**src/rtl/imem_loader_pkg.sv**
```systemverilog
// Shared definitions for the instruction-memory image loader: state encoding
// and the length-field and word widths.
package imem_loader_pkg;

    localparam int LEN_W  = 16;
    localparam int WORD_W = 32;

    typedef enum logic [2:0] {
        IDLE,
        LEN_HI,
        LEN_LO,
        DATA,
        CHECK,
        DONE,
        ERR
    } state_e;

endpackage

```
**src/rtl/imem_loader.sv**
```systemverilog
// Receives a length-prefixed, XOR-checksummed byte stream and writes it word
// by word into instruction memory while holding the CPU pipeline.
module imem_loader
    import imem_loader_pkg::*;
#(
    parameter logic [31:0] BASE_ADDR = 32'h0000_0000,
    parameter int unsigned MAX_WORDS = 256
) (
    input  logic              clk,
    input  logic              rst_n,
    input  logic              start,
    input  logic              byte_valid,
    input  logic [7:0]        byte_data,
    output logic              byte_ready,
    output logic              wr_en,
    output logic [31:0]       wr_addr,
    output logic [WORD_W-1:0] wr_data,
    output logic              cpu_hold,
    output logic              done,
    output logic              error
);

    state_e             state_q,   state_d;
    logic [LEN_W-1:0]   len_q,     len_d;
    logic [LEN_W-1:0]   idx_q,     idx_d;
    logic [1:0]         cnt_q,     cnt_d;
    logic [7:0]         xor_q,     xor_d;
    logic [WORD_W-1:0]  asm_q,     asm_d;
    logic               wr_en_q,   wr_en_d;
    logic [31:0]        wr_addr_q, wr_addr_d;
    logic [WORD_W-1:0]  wr_data_q, wr_data_d;
    logic [LEN_W-1:0]   len_n;
    logic               xfer;

    assign xfer = byte_valid && byte_ready;

    // NOTE: every signal assigned here gets a default first, so no path leaves one unassigned (no latches).
    always_comb begin
        state_d    = state_q;
        len_d      = len_q;
        idx_d      = idx_q;
        cnt_d      = cnt_q;
        xor_d      = xor_q;
        asm_d      = asm_q;
        wr_en_d    = 1'b0;
        wr_addr_d  = wr_addr_q;
        wr_data_d  = wr_data_q;
        len_n      = {len_q[LEN_W-1:8], byte_data};
        byte_ready = (state_q == LEN_HI) || (state_q == LEN_LO) ||
                     (state_q == DATA)   || (state_q == CHECK);

        case (state_q)
            IDLE, DONE, ERR: begin
                if (start) begin
                    state_d = LEN_HI;
                    len_d   = '0;
                    idx_d   = '0;
                    cnt_d   = '0;
                    xor_d   = '0;
                end
            end
            LEN_HI: begin
                if (xfer) begin
                    len_d   = {byte_data, 8'h00};
                    xor_d   = xor_q ^ byte_data;
                    state_d = LEN_LO;
                end
            end
            LEN_LO: begin
                if (xfer) begin
                    len_d = len_n;
                    xor_d = xor_q ^ byte_data;
                    if (32'(len_n) > MAX_WORDS)
                        state_d = ERR;
                    else if (len_n == '0)
                        state_d = CHECK;
                    else
                        state_d = DATA;
                end
            end
            DATA: begin
                if (xfer) begin
                    asm_d = {asm_q[WORD_W-9:0], byte_data};
                    xor_d = xor_q ^ byte_data;
                    cnt_d = cnt_q + 2'd1;
                    if (cnt_q == 2'd3) begin
                        // Address arithmetic is 32-bit and wraps naturally.
                        wr_en_d   = 1'b1;
                        wr_data_d = asm_d;
                        wr_addr_d = BASE_ADDR + {14'b0, idx_q, 2'b00};
                        idx_d     = idx_q + 16'd1;
                        if (idx_q + 16'd1 == len_q)
                            state_d = CHECK;
                    end
                end
            end
            CHECK: begin
                if (xfer)
                    state_d = (byte_data == xor_q) ? DONE : ERR;
            end
            default: state_d = IDLE;
        endcase
    end

    // NOTE: sequential state uses non-blocking assignments so all registers update from pre-edge values.
    always_ff @(posedge clk or negedge rst_n) begin
        if (!rst_n) begin
            state_q   <= IDLE;
            len_q     <= '0;
            idx_q     <= '0;
            cnt_q     <= '0;
            xor_q     <= '0;
            asm_q     <= '0;
            wr_en_q   <= 1'b0;
            wr_addr_q <= '0;
            wr_data_q <= '0;
        end else begin
            state_q   <= state_d;
            len_q     <= len_d;
            idx_q     <= idx_d;
            cnt_q     <= cnt_d;
            xor_q     <= xor_d;
            asm_q     <= asm_d;
            wr_en_q   <= wr_en_d;
            wr_addr_q <= wr_addr_d;
            wr_data_q <= wr_data_d;
        end
    end

    assign wr_en    = wr_en_q;
    assign wr_addr  = wr_addr_q;
    assign wr_data  = wr_data_q;
    assign cpu_hold = (state_q != DONE);
    assign done     = (state_q == DONE);
    assign error    = (state_q == ERR);

endmodule

```
**config.mk**
```make
export PLATFORM = sky130hd
export DESIGN_NAME = imem_loader
export DESIGN_NICKNAME = d
export VERILOG_FILES = /design/src/rtl/imem_loader_pkg.sv /design/src/rtl/imem_loader.sv
export SDC_FILE = /design/constraint.sdc
export NUM_CORES = 1
export LEC_CHECK = 0
export ABC_AREA = 1
export CORE_ASPECT_RATIO = 0.75
export CORE_MARGIN = 5
export CORE_UTILIZATION = 42
export CTS_CLUSTER_DIAMETER = 40
export DETAILED_ROUTE_END_ITERATION = 10
export PLACE_DENSITY = 0.72
export SKIP_LAST_GASP = 1
export SLEW_MARGIN = 20
export SYNTH_ARGS = -nofsm -noshare
export SYNTH_HDL_FRONTEND = slang
export SYNTH_SLANG_ARGS = --single-unit
```
**constraint.sdc**
```tcl
create_clock -name clk -period 2.73 [get_ports clk]
set_clock_uncertainty 0.1 [all_clocks]
set_input_delay 0.546 -clock clk [delete_from_list [all_inputs] [get_ports clk]]
set_output_delay 0.546 -clock clk [all_outputs]
set_load 0.02 [all_outputs]
```
## Word-level counts from Yosys, hierarchy flattened

Cells that the tools add are included.

- Register bits after elaboration: 118
- Bits in latches: 0
- RAM bits: 0
- ROM bits: 0
- Input port bits: 12
- Output and inout bits: 69
- Word-level logic and storage cells: 80
- Memories: 0

- $add $sub $neg: 2
- $mul: 0
- Div/mod/pow operators: 0
- Order comparisons: 1
- Equal/unequal tests: 18
- Shift-type cells: 0
- Muxes and demuxes: 27
- Bitwise operators: 2
- Reductions and logical operators: 20

Operator list:

| cell | count |
|---|---|
| $mux W16 | 4 |
| $pmux W16 S3 | 1 |
| $pmux W16 S2 | 1 |
| $mux W3 | 9 |
| $mux W8 | 3 |
| $add A16 B1 Y16 const B | 1 |
| $eq A16 B16 Y1 | 1 |
| $gt A16 B9 Y1 const B | 1 |
| $logic_not A16 Y1 | 1 |
| $pmux W8 S2 | 1 |
| $pmux W3 S5 | 1 |
| $reduce_and A4 Y1 | 3 |
| $ne A2 B2 Y1 const B | 5 |
| $eq A3 B3 Y1 const B | 3 |
| $reduce_and A3 Y1 | 3 |
| $eq A8 B8 Y1 | 1 |
| $xor A8 B8 Y8 | 1 |
| $reduce_and A7 Y1 | 1 |
| $eq A3 B2 Y1 const B | 2 |
| $mux W2 | 3 |
| $ne A2 B1 Y1 const B | 3 |
| $reduce_bool A2 Y1 | 3 |
| $reduce_or A3 Y1 | 2 |
| $pmux W2 S2 | 1 |
| other kinds (11) | 15 |

## Longest topological paths before layout

Gate-level depths: netlist of the first run.

- Depth after elaboration: 7
- Mapped depth: 16
- Mapped depth without buffers: 16

## Worst setup path after synthesis of the first run

OpenSTA, ideal clock, no wires.

- Path type: reg-to-reg
- Start point: register idx_q[0]
- End point: register state_q[2]
- Library setup time: 117 ps
- Data arrival time: 1675 ps
- Data required time: 2513 ps
- Path slack: 838 ps
- Stages on the path, launching flop included: 17
- Buffers on the path: 0
- Period minus slack after synthesis: 1892 ps
- Cell sequence: dfrtp_1 ha_1 nand2_1 nor2_2 nand2_1 nand2_1 nand2_1 nand2_1 nand2_1 nor2_1 nand3_1 nor2_1 nand2_1 nand2_2 nand2_2 nand2_1 nand2_1

- Longest elaborated chain between the ends: 4

RTL lines:

| what | line | source |
|---|---|---|
| start: declaration | imem_loader.sv:25 | `logic [LEN_W-1:0] idx_q, idx_d;` |
| start signal: assignment | imem_loader.sv:120 | `idx_q <= idx_d;` |
| $add A16 B1 Y16 | imem_loader.sv:92 | `if (idx_q + 16'd1 == len_q)` |
| $eq A16 B16 Y1 | imem_loader.sv:92 |  |
| $ne A2 B1 Y1 (no line) | - |  |
| $reduce_and A7 Y1 (no line) | - |  |
| end signal: assignment | imem_loader.sv:118 | `state_q <= state_d;` |
| end: declaration | imem_loader.sv:23 | `state_e state_q, state_d;` |

No other way between the ends.
A chain may end at the register's enable or synchronous reset.

## Final worst setup path of the first run

- Start point: register state_q[1]
- End point: output byte_ready

- Longest elaborated chain between the ends: 4
- Elaborated cells on any way between the ends: 7
- Those cells by class: 4 x eq/ne; 3 x reduce/logical

RTL lines:

| what | line | source |
|---|---|---|
| $eq A3 B1 Y1 or $eq A3 B2 Y1 (tied branches) | imem_loader.sv:49 | `byte_ready = (state_q == LEN_HI) \|\| (state_q == LEN_LO) \|\|` |
| $logic_or A1 B1 Y1 (2 in a row) | imem_loader.sv:49 |  |
| $logic_or A1 B1 Y1 (*) | imem_loader.sv:50 | `(state_q == DATA) \|\| (state_q == CHECK);` |
| end: declaration | imem_loader.sv:14 | `output logic byte_ready,` |

Mark *: on every way between the ends. The rest lies on a longest branch, timed or not.

==> summary.md, run 1 <==
TritonCTS built the clock tree. In the routed design, unresolved DRC markers number 0. Data on the critical path arrives at its endpoint at 1.90 ns.

In the synthesized netlist the dominant register cell turns out to be sky130_fd_sc_hd__dfrtp_1. The portion of the post-synthesis area used by sequential elements is 52.0%, and the number of antenna cells inserted is 0. The logs give 761 for the final-stage net count and 22,900 µm for the first-pass GRT wire length. Once detail routing completed, the nets flagged for antenna violations numbered 0. Entering global routing, the biggest net connects 49 pins. The tools report the placeable core area as 0.0131 mm².

Summed over all failing endpoints, the final setup total negative slack is 0 ns. For the placed cell count, the log shows 897. Derived from the worst setup path, the maximum achievable clock frequency is 0.393 GHz. In the routed layout, each cell is associated on average with a via count of 4.99. For met3 alone, demand over resource in global routing was 4.74%. Counting I/O delays and the setup requirement, the final critical path takes 2.55 ns. The met1 demand-to-capacity share in global routing was 26.8%. Data on the critical path is required at its endpoint by 2.08 ns. Counting flops and latches in the post-synthesis netlist gives 118. The path class of the tightest hold or removal check is in -> async. For the total count of hold-check failures in the final report, the log shows 0. The flow ran to the end, and the final reports show no timing, DRC or antenna violations. Hold repair after CTS inserted 0 buffers.

The design internal power is 4.45 mW, and the net switching power is 2.33 mW. The routed design has 13,700 µm of wire. For this run, the number of Yosys warnings is 0.

The power density over the cells was 953 mW/mm²; the number of placement rows was 36. Along the worst path, the maximum fanout reaches 6. The run gives 17.9% as the total routing usage reported by global routing. The violation count after the first detailed-routing iteration was 387.

Across the VDD grid, the largest voltage drop is 0.686 mV. The floorplan step set the die height to 111 µm. In this run, synthesis inferred 0 flip-flops with an integrated enable. Max-cap violations in this run came to 0.

Setup repair after global routing left no endpoint under its margin. The number of vias in the routed layout was 4,634; the half-perimeter wire length of the detailed placement result was 9900 µm. The net switching share of the total power was 34.4%; the share of the cycle needed by the critical path after routing was 93.3%. The logs give 34.9% for the clock network fraction of total power and 0.00646 mm² for the placement-stage cell area. Share of flip-flops with an asynchronous set or reset after synthesis: 100%.

Combinational logic burns 30.1% of the power. For the portion of total power attributed to sequential cells, the log shows 35.0%. Pin placement for this block handled 81 I/O pins. Critical path capture point type: an output port. The non-filler instance count after layout was 929; the post-detailed-route wirelength per cell was 14.7 µm. The total clock sinks is 118, and the global-route track usage on met2 is 25.9%. In this run the most used layer during global routing was met1.

In this run the tightest slew margin relative to its limit is 53.1%. The number of global-route vias before repair came out at 4,645. Routability-driven placement finished with a final weighted congestion of 0.853. The logs give 0 for the max-slew violation count and 3.23 nW for the reported leakage power. For the worst-skew pair, the clock arrives at the later sink with an insertion delay of 0.40 ns.

Buffers placed on the I/O ports in this run total 64. The worst setup path is launched from a flop. Once the floorplan was initialized, standard cells occupied 43.3% of the core. The logs give 4 for the number of iterations in the first detailed-routing pass and 41 for the number of library cell types mapped by synthesis.

After filler insertion, the fill cell instance count of the layout stands at 1,157. Once layout is done, the placed cells without fillers occupy 0.00712 mm². The layout overhead on the synthesized area is 25.3%.

Total power for the finished layout comes to 6.79 mW. The post-synthesis average cell area came out at 8.38 µm². The initial antenna violation count was 0; the pin slew with the least headroom to its limit was 0.700 ns.

Synthesis produced 678 cells. The clock tree synthesis step divided the H-tree into 4 levels. After clock tree synthesis, the clock-pin slew on the worst setup and hold paths is 0.05 ns.

Share of post-route cells with drive strength above 1: 9.89%. In this run the cell area of the synthesized design comes to 0.00568 mm². The die is 144 µm wide. The post-route worst hold slack was 0.0177 ns; the die outline area was 0.0160 mm².

Root buffer cell: sky130_fd_sc_hd__clkbuf_16. For this run the aggregate overflow at the end of global routing stands at 0. The TritonCTS buffer count is 17. The final count of negative-setup-slack endpoints came out at 0. The worst setup path is of the reg -> out kind. Counting along the longest clock path gives a buffer depth of 2.
[through the flow]
stage | setup WS [ns] | util [%]
6_report | 0.183 | 54.3
5_1_grt | 0.0800 | 54.3
4_1_cts | 0.0506 | 54.2
3_5_place_dp | 0.287 | 49.3
3_3_place_gp | 0.278 | 49.3
2_1_floorplan | 0.838 | -
[flip-flops by register name (all words and copies together), names as in the netlist]
signal	cells
asm_q	24
wr_en	1
xor_q	8
cnt_q	2
wr_data	32
idx_q	16
len_q	16
wr_addr	16
state_q	3
[Yosys cell counts (3+ instances only)]
master | n | area [µm²]
sky130_fd_sc_hd__buf_4 | 16 | 120
sky130_fd_sc_hd__clkbuf_1 | 11 | 41.3
sky130_fd_sc_hd__o22ai_1 | 8 | 50.1
sky130_fd_sc_hd__nor2_1 | 35 | 131
sky130_fd_sc_hd__dfrtp_1 | 118 | 2950
sky130_fd_sc_hd__o22ai_2 | 5 | 62.6
sky130_fd_sc_hd__a21oi_1 | 5 | 25.0
sky130_fd_sc_hd__o21ai_1 | 12 | 60.1
sky130_fd_sc_hd__buf_2 | 6 | 30.0
sky130_fd_sc_hd__inv_2 | 5 | 18.8
sky130_fd_sc_hd__nand3_1 | 59 | 295
sky130_fd_sc_hd__nand2_1 | 165 | 619
sky130_fd_sc_hd__buf_6 | 3 | 33.8
sky130_fd_sc_hd__nand2_2 | 6 | 37.5
sky130_fd_sc_hd__inv_1 | 84 | 315
sky130_fd_sc_hd__nor2_2 | 3 | 18.8
sky130_fd_sc_hd__nor2_4 | 5 | 56.3
sky130_fd_sc_hd__o21ai_0 | 91 | 455
sky130_fd_sc_hd__nand4_1 | 11 | 68.8
sky130_fd_sc_hd__xnor2_1 | 4 | 35.0
[worst max-delay path, cell delays in order (launching register included)]
cell and delay [ns]:
sky130_fd_sc_hd__dfrtp_1 0.41, sky130_fd_sc_hd__nor2_2 0.21, sky130_fd_sc_hd__nor2_4 0.07, sky130_fd_sc_hd__inv_1 0.17
sky130_fd_sc_hd__nand2_1 0.10, sky130_fd_sc_hd__clkdlybuf4s50_1 0.55
[layout by cell type (no fill, tap or decap), types with 2 or more instances in the layout]
cell	count
sky130_fd_sc_hd__a211oi_4	2
sky130_fd_sc_hd__a21oi_1	5
sky130_fd_sc_hd__buf_12	4
sky130_fd_sc_hd__buf_4	6
sky130_fd_sc_hd__bufinv_16	4
sky130_fd_sc_hd__clkbuf_16	17
sky130_fd_sc_hd__clkbuf_8	4
sky130_fd_sc_hd__clkdlybuf4s50_1	63
sky130_fd_sc_hd__clkinv_2	2
sky130_fd_sc_hd__clkinv_4	2
sky130_fd_sc_hd__conb_1	16
sky130_fd_sc_hd__dfrtp_1	118
sky130_fd_sc_hd__ha_1	2
sky130_fd_sc_hd__inv_1	84
sky130_fd_sc_hd__inv_2	5
sky130_fd_sc_hd__nand2_1	165
sky130_fd_sc_hd__nand2_2	5
sky130_fd_sc_hd__nand3_1	59
sky130_fd_sc_hd__nand4_1	11
sky130_fd_sc_hd__nor2_1	34
sky130_fd_sc_hd__nor2_2	3
sky130_fd_sc_hd__nor2_4	6
sky130_fd_sc_hd__nor3_2	2
sky130_fd_sc_hd__o21ai_0	91
sky130_fd_sc_hd__o21ai_1	12
sky130_fd_sc_hd__o22ai_1	8
sky130_fd_sc_hd__o22ai_2	5
sky130_fd_sc_hd__xnor2_1	4
sky130_fd_sc_hd__xor2_1	2
[logic make-up (layout without fill, tap and decap cells)]
family	after synthesis	in the layout	synth area share [%]
AOI/OAI and AO/OA	128	128	13.1
xor gates and xnor gates	6	6	0.925
adders and majority gates	2	2	0.440
buffers and inverters	128	193	10.1
DFF	118	118	52.0
muxes	2	2	0.396
other	1	16	0.0660
and+or+nand+nor	293	293	23.0
[worst paths after layout]
| path | startpoint | to | slack [ns] | cells past startpoint |
|---|---|---|---|---|
| worst min-delay path | rst_n | cnt_q[1] | 0.02 | 1 |
| max in group asynchronous | rst_n | asm_q[23] | 1.91 | 2 |
| worst min register to register | asm_q[9] | asm_q[17] | 0.38 | 2 |
| worst max-delay path | state_q[1] | byte_ready | 0.18 | 5 |
| min in group clk | asm_q[9] | asm_q[17] | 0.38 | 2 |
| worst max register to register | idx_q[0] | state_q[2] | 0.33 | 16 |
[layout make-up]
class                   count  area (µm²)  area share, %
clock buffers              22         484           6.80
inverters                  90         343           4.82
flip-flops and latches    118        2950           41.5
multi-input cells         447        2220           31.2
well taps                 171         214           3.01
clock inverters             8         146           2.06
repair buffers             73         756           10.6
[power by group through the flow]
stage | combinational [mW] | sequential (mW) | clock [mW]
floorplan | 1.55 | 2.34 | 0
global placement | 1.93 | 2.38 | 0
detailed placement | 1.99 | 2.39 | 0
CTS | 2.01 | 2.37 | 2.40
global route | 2.30 | 2.42 | 2.49
finish | 2.04 | 2.38 | 2.37
[routing by layer]
metal / vias up / part of all wire [%]
li1: 2307 / -
met1: 2192 / 50
met2: 124 / 43
met3: 11 / 5.7
met4: 0 / 0.69
met5: - / 0
[what timing repair did]
action	CTS	global route
pin swaps	0	1
setup buffers	0	2
gates resized for setup	1	1
setup endpoints to repair	1	1
Note: power is estimated with default switching activity, not from simulation.
==> run 2, diff against run 1 <==
- CORE_MARGIN: 5 -> unset
==> summary.md, run 2 (synthesis gave the netlist of run 1 again) <==
The final count of negative-setup-slack endpoints was 0. The later pin in the worst-skew pair is clocked with a latency of 0.41 ns. The number of violations of the max-capacitance limit was 0. Setup repair after global routing left no endpoint under its margin. The first routing iteration left 322 violations.

Data on the critical path arrives at its endpoint at 1.95 ns. Clock-pin slew was measured on the worst setup and hold paths at 0.05 ns. The first-pass GRT wire length is 22,600 µm, and the depth of the CTS H-tree is 4. After detailed routing, the met3 layer carries 932 µm of wire. The tools report the weighted congestion reported at the end of routability-driven placement as 0.844. The flip-flop count of the largest register after layout was 32. Using the TritonRoute via totals, the vias-per-cell ratio works out to 5.07.

Counting the fill cells in the layout gives 1,172. In this run switching power makes up 36.5% of total power. The post-placement worst setup slack was 0.243 ns. The die outline area was 0.0140 mm²; the power density over the cells was 920 mW/mm². Subtracting the final worst setup slack from the clock period gives 2.59 ns.

The logs give 0.00222 mm² for the combined area of the multi-input logic cells and 0 for the initial antenna violation count. The floorplan die height is 103 µm, and the share of post-route cells with drive strength above 1 is 10.6%. The startpoint-to-endpoint class of the critical path is reg -> out. The tools report the max-slew violation count as 0. For the number of placement rows, the log shows 36. Per report_power, the sequential group accounts for 36.4% of the total. Summed over all failing endpoints, the final setup total negative slack is 0 ns. The core region is 0.0131 mm².

The tools report the met1 wire length as 6620 µm. The run gives 3.21 nW as the reported leakage power. Clock network fraction of total power: 32.1%. STA classifies the critical path endpoint as an output port. The largest single stage delay on the critical path is 0.55 ns. The tools report the design internal power as 4.12 mW. The root buffer cell was sky130_fd_sc_hd__clkbuf_16.

Met2 layer wire length in the routed design: 5760 µm. The required time reported for the critical path endpoint came out at 2.08 ns. The post-detailed-route wirelength per cell was 14.4 µm; the maximum net fanout on the critical path was 6. The worst path meets setup with 0.137 ns of slack. Pin placement for this block handled 81 I/O pins. Walking the worst path, the cells encountered are nor2_1, nor2_4, inv_1, nand2_1, clkdlybuf4s50_1. The half-perimeter wire length of the detailed placement result was 9630 µm; the largest buffer count on any clock path was 2. The min-delay analysis places its worst path in the category reg -> reg. For flop-to-flop paths, the worst setup slack is 0.36 ns. Entering global routing, the biggest net connects 52 pins.

TritonCTS built the clock tree. The sequential cells in the finished layout cover a total of 0.00295 mm². The routed layout has 4,741 vias. Total count of hold-check failures in the final report: 0.

The number of clock buffers added by TritonCTS is 17. The total clock sinks was 118; the pin slew with the least headroom to its limit was 0.701 ns. The tools report the remaining global-route overflow as 0.

In the layout the commonest cells are sky130_fd_sc_hd__nand2_1, sky130_fd_sc_hd__dfrtp_1, sky130_fd_sc_hd__o21ai_0, sky130_fd_sc_hd__inv_1, sky130_fd_sc_hd__clkdlybuf4s50_1. The number of global-route vias before repair is 4,508, and the maximum clock frequency is 0.386 GHz. For this run, the total global-route usage over all layers was measured as 21.2%.

The horizontal extent of the die is 136 µm. At the end of the flow, the number of nets in the layout was 766. STA classifies the critical path startpoint as a flop.

The worst pin sits at a relative slew slack of 53.1%. The flow ran to the end, and the final reports show no timing, DRC or antenna violations. Initial core utilization: 43.3%. Leaving out fill and tap cells, the most frequent cell in the layout is sky130_fd_sc_hd__nand2_1. The largest voltage drop on the vdd net was 0.595 mV; the post-detailed-route count of antenna-violating nets was 0.

The number of antenna diodes in the final layout is 0. The run gives 0 as the DRC violation count after routing. The total of buffers placed on input and output ports was 64. The share of the cycle needed by the critical path after routing is 95.0%. In this run the power spent charging and discharging nets is 2.37 mW. Signal routing reaches up to met4.

The share of total power dissipated in combinational logic is 31.5%. After detailed routing, the total wire length is 13,500 µm. From synthesis to final layout, the design area changed by 24.3%. The first TritonRoute pass finished after 5 iterations. The slowest stage of the critical path belongs to the cell sky130_fd_sc_hd__clkdlybuf4s50_1.
[run 2: area by class of cell]
class | count | share of cell area, %
repair buffers | 78 | 10.9
well taps | 171 | 3.03
clock buffers | 19 | 6.42
multi-input cells | 447 | 31.4
clock inverters | 13 | 1.52
flip-flops and latches | 118 | 41.8
inverters | 90 | 4.86
[run 2: timing repair]
action                     CTS  global route
buffers inserted             0             2
hold endpoints to repair    27             0
setup endpoints to repair    1             1
pin swaps                    0             1
gates cloned                 0             0
resized for setup            1             0
hold buffers                 1             0
[run 2: worst max-delay path: cells and delay by family, from the launching register on]
family | cells | cell delay [ns]
buf+inv | 2 | 0.72
flops | 1 | 0.41
simple gates | 3 | 0.41
[run 2: worst paths after layout]
kind	from	endpoint	depth (start not counted)
max	state_q[1]	byte_ready	5
min	asm_q[15]	asm_q[23]	2
max reg2reg	idx_q[0]	state_q[1]	14
min reg2reg	asm_q[15]	asm_q[23]	2
max in group asynchronous	rst_n	len_q[5]	3
min in group asynchronous	rst_n	state_q[0]	2
[run 2: per-stage QoR]
step	instances	instance area [µm²]	total power [mW]	util [%]	hold slack, ns
finish	936	7060	6.50	53.9	0.374
global route	936	7060	6.93	53.9	0.399
CTS	934	7050	6.50	53.8	0.383
detailed placement	901	6470	4.38	49.4	0.370
global placement	901	6470	4.32	49.4	0.363
floorplan	693	5740	3.89	-	0.150
[run 2: metal layers]
metal / track usage [%] / vias up
li1: - / 2312
met2: 30.8 / 166
met1: 31.0 / 2248
met5: 0 / -
met4: 6.84 / 0
met3: 5.16 / 15
[run 2: power groups by stage]
stage | Combinational [mW] | Clock, mW | Sequential (mW)
floorplan | 1.55 | 0 | 2.34
global placement | 1.94 | 0 | 2.38
detailed placement | 1.99 | 0 | 2.39
CTS | 2.01 | 2.12 | 2.36
global route | 2.31 | 2.20 | 2.41
finish | 2.04 | 2.08 | 2.37
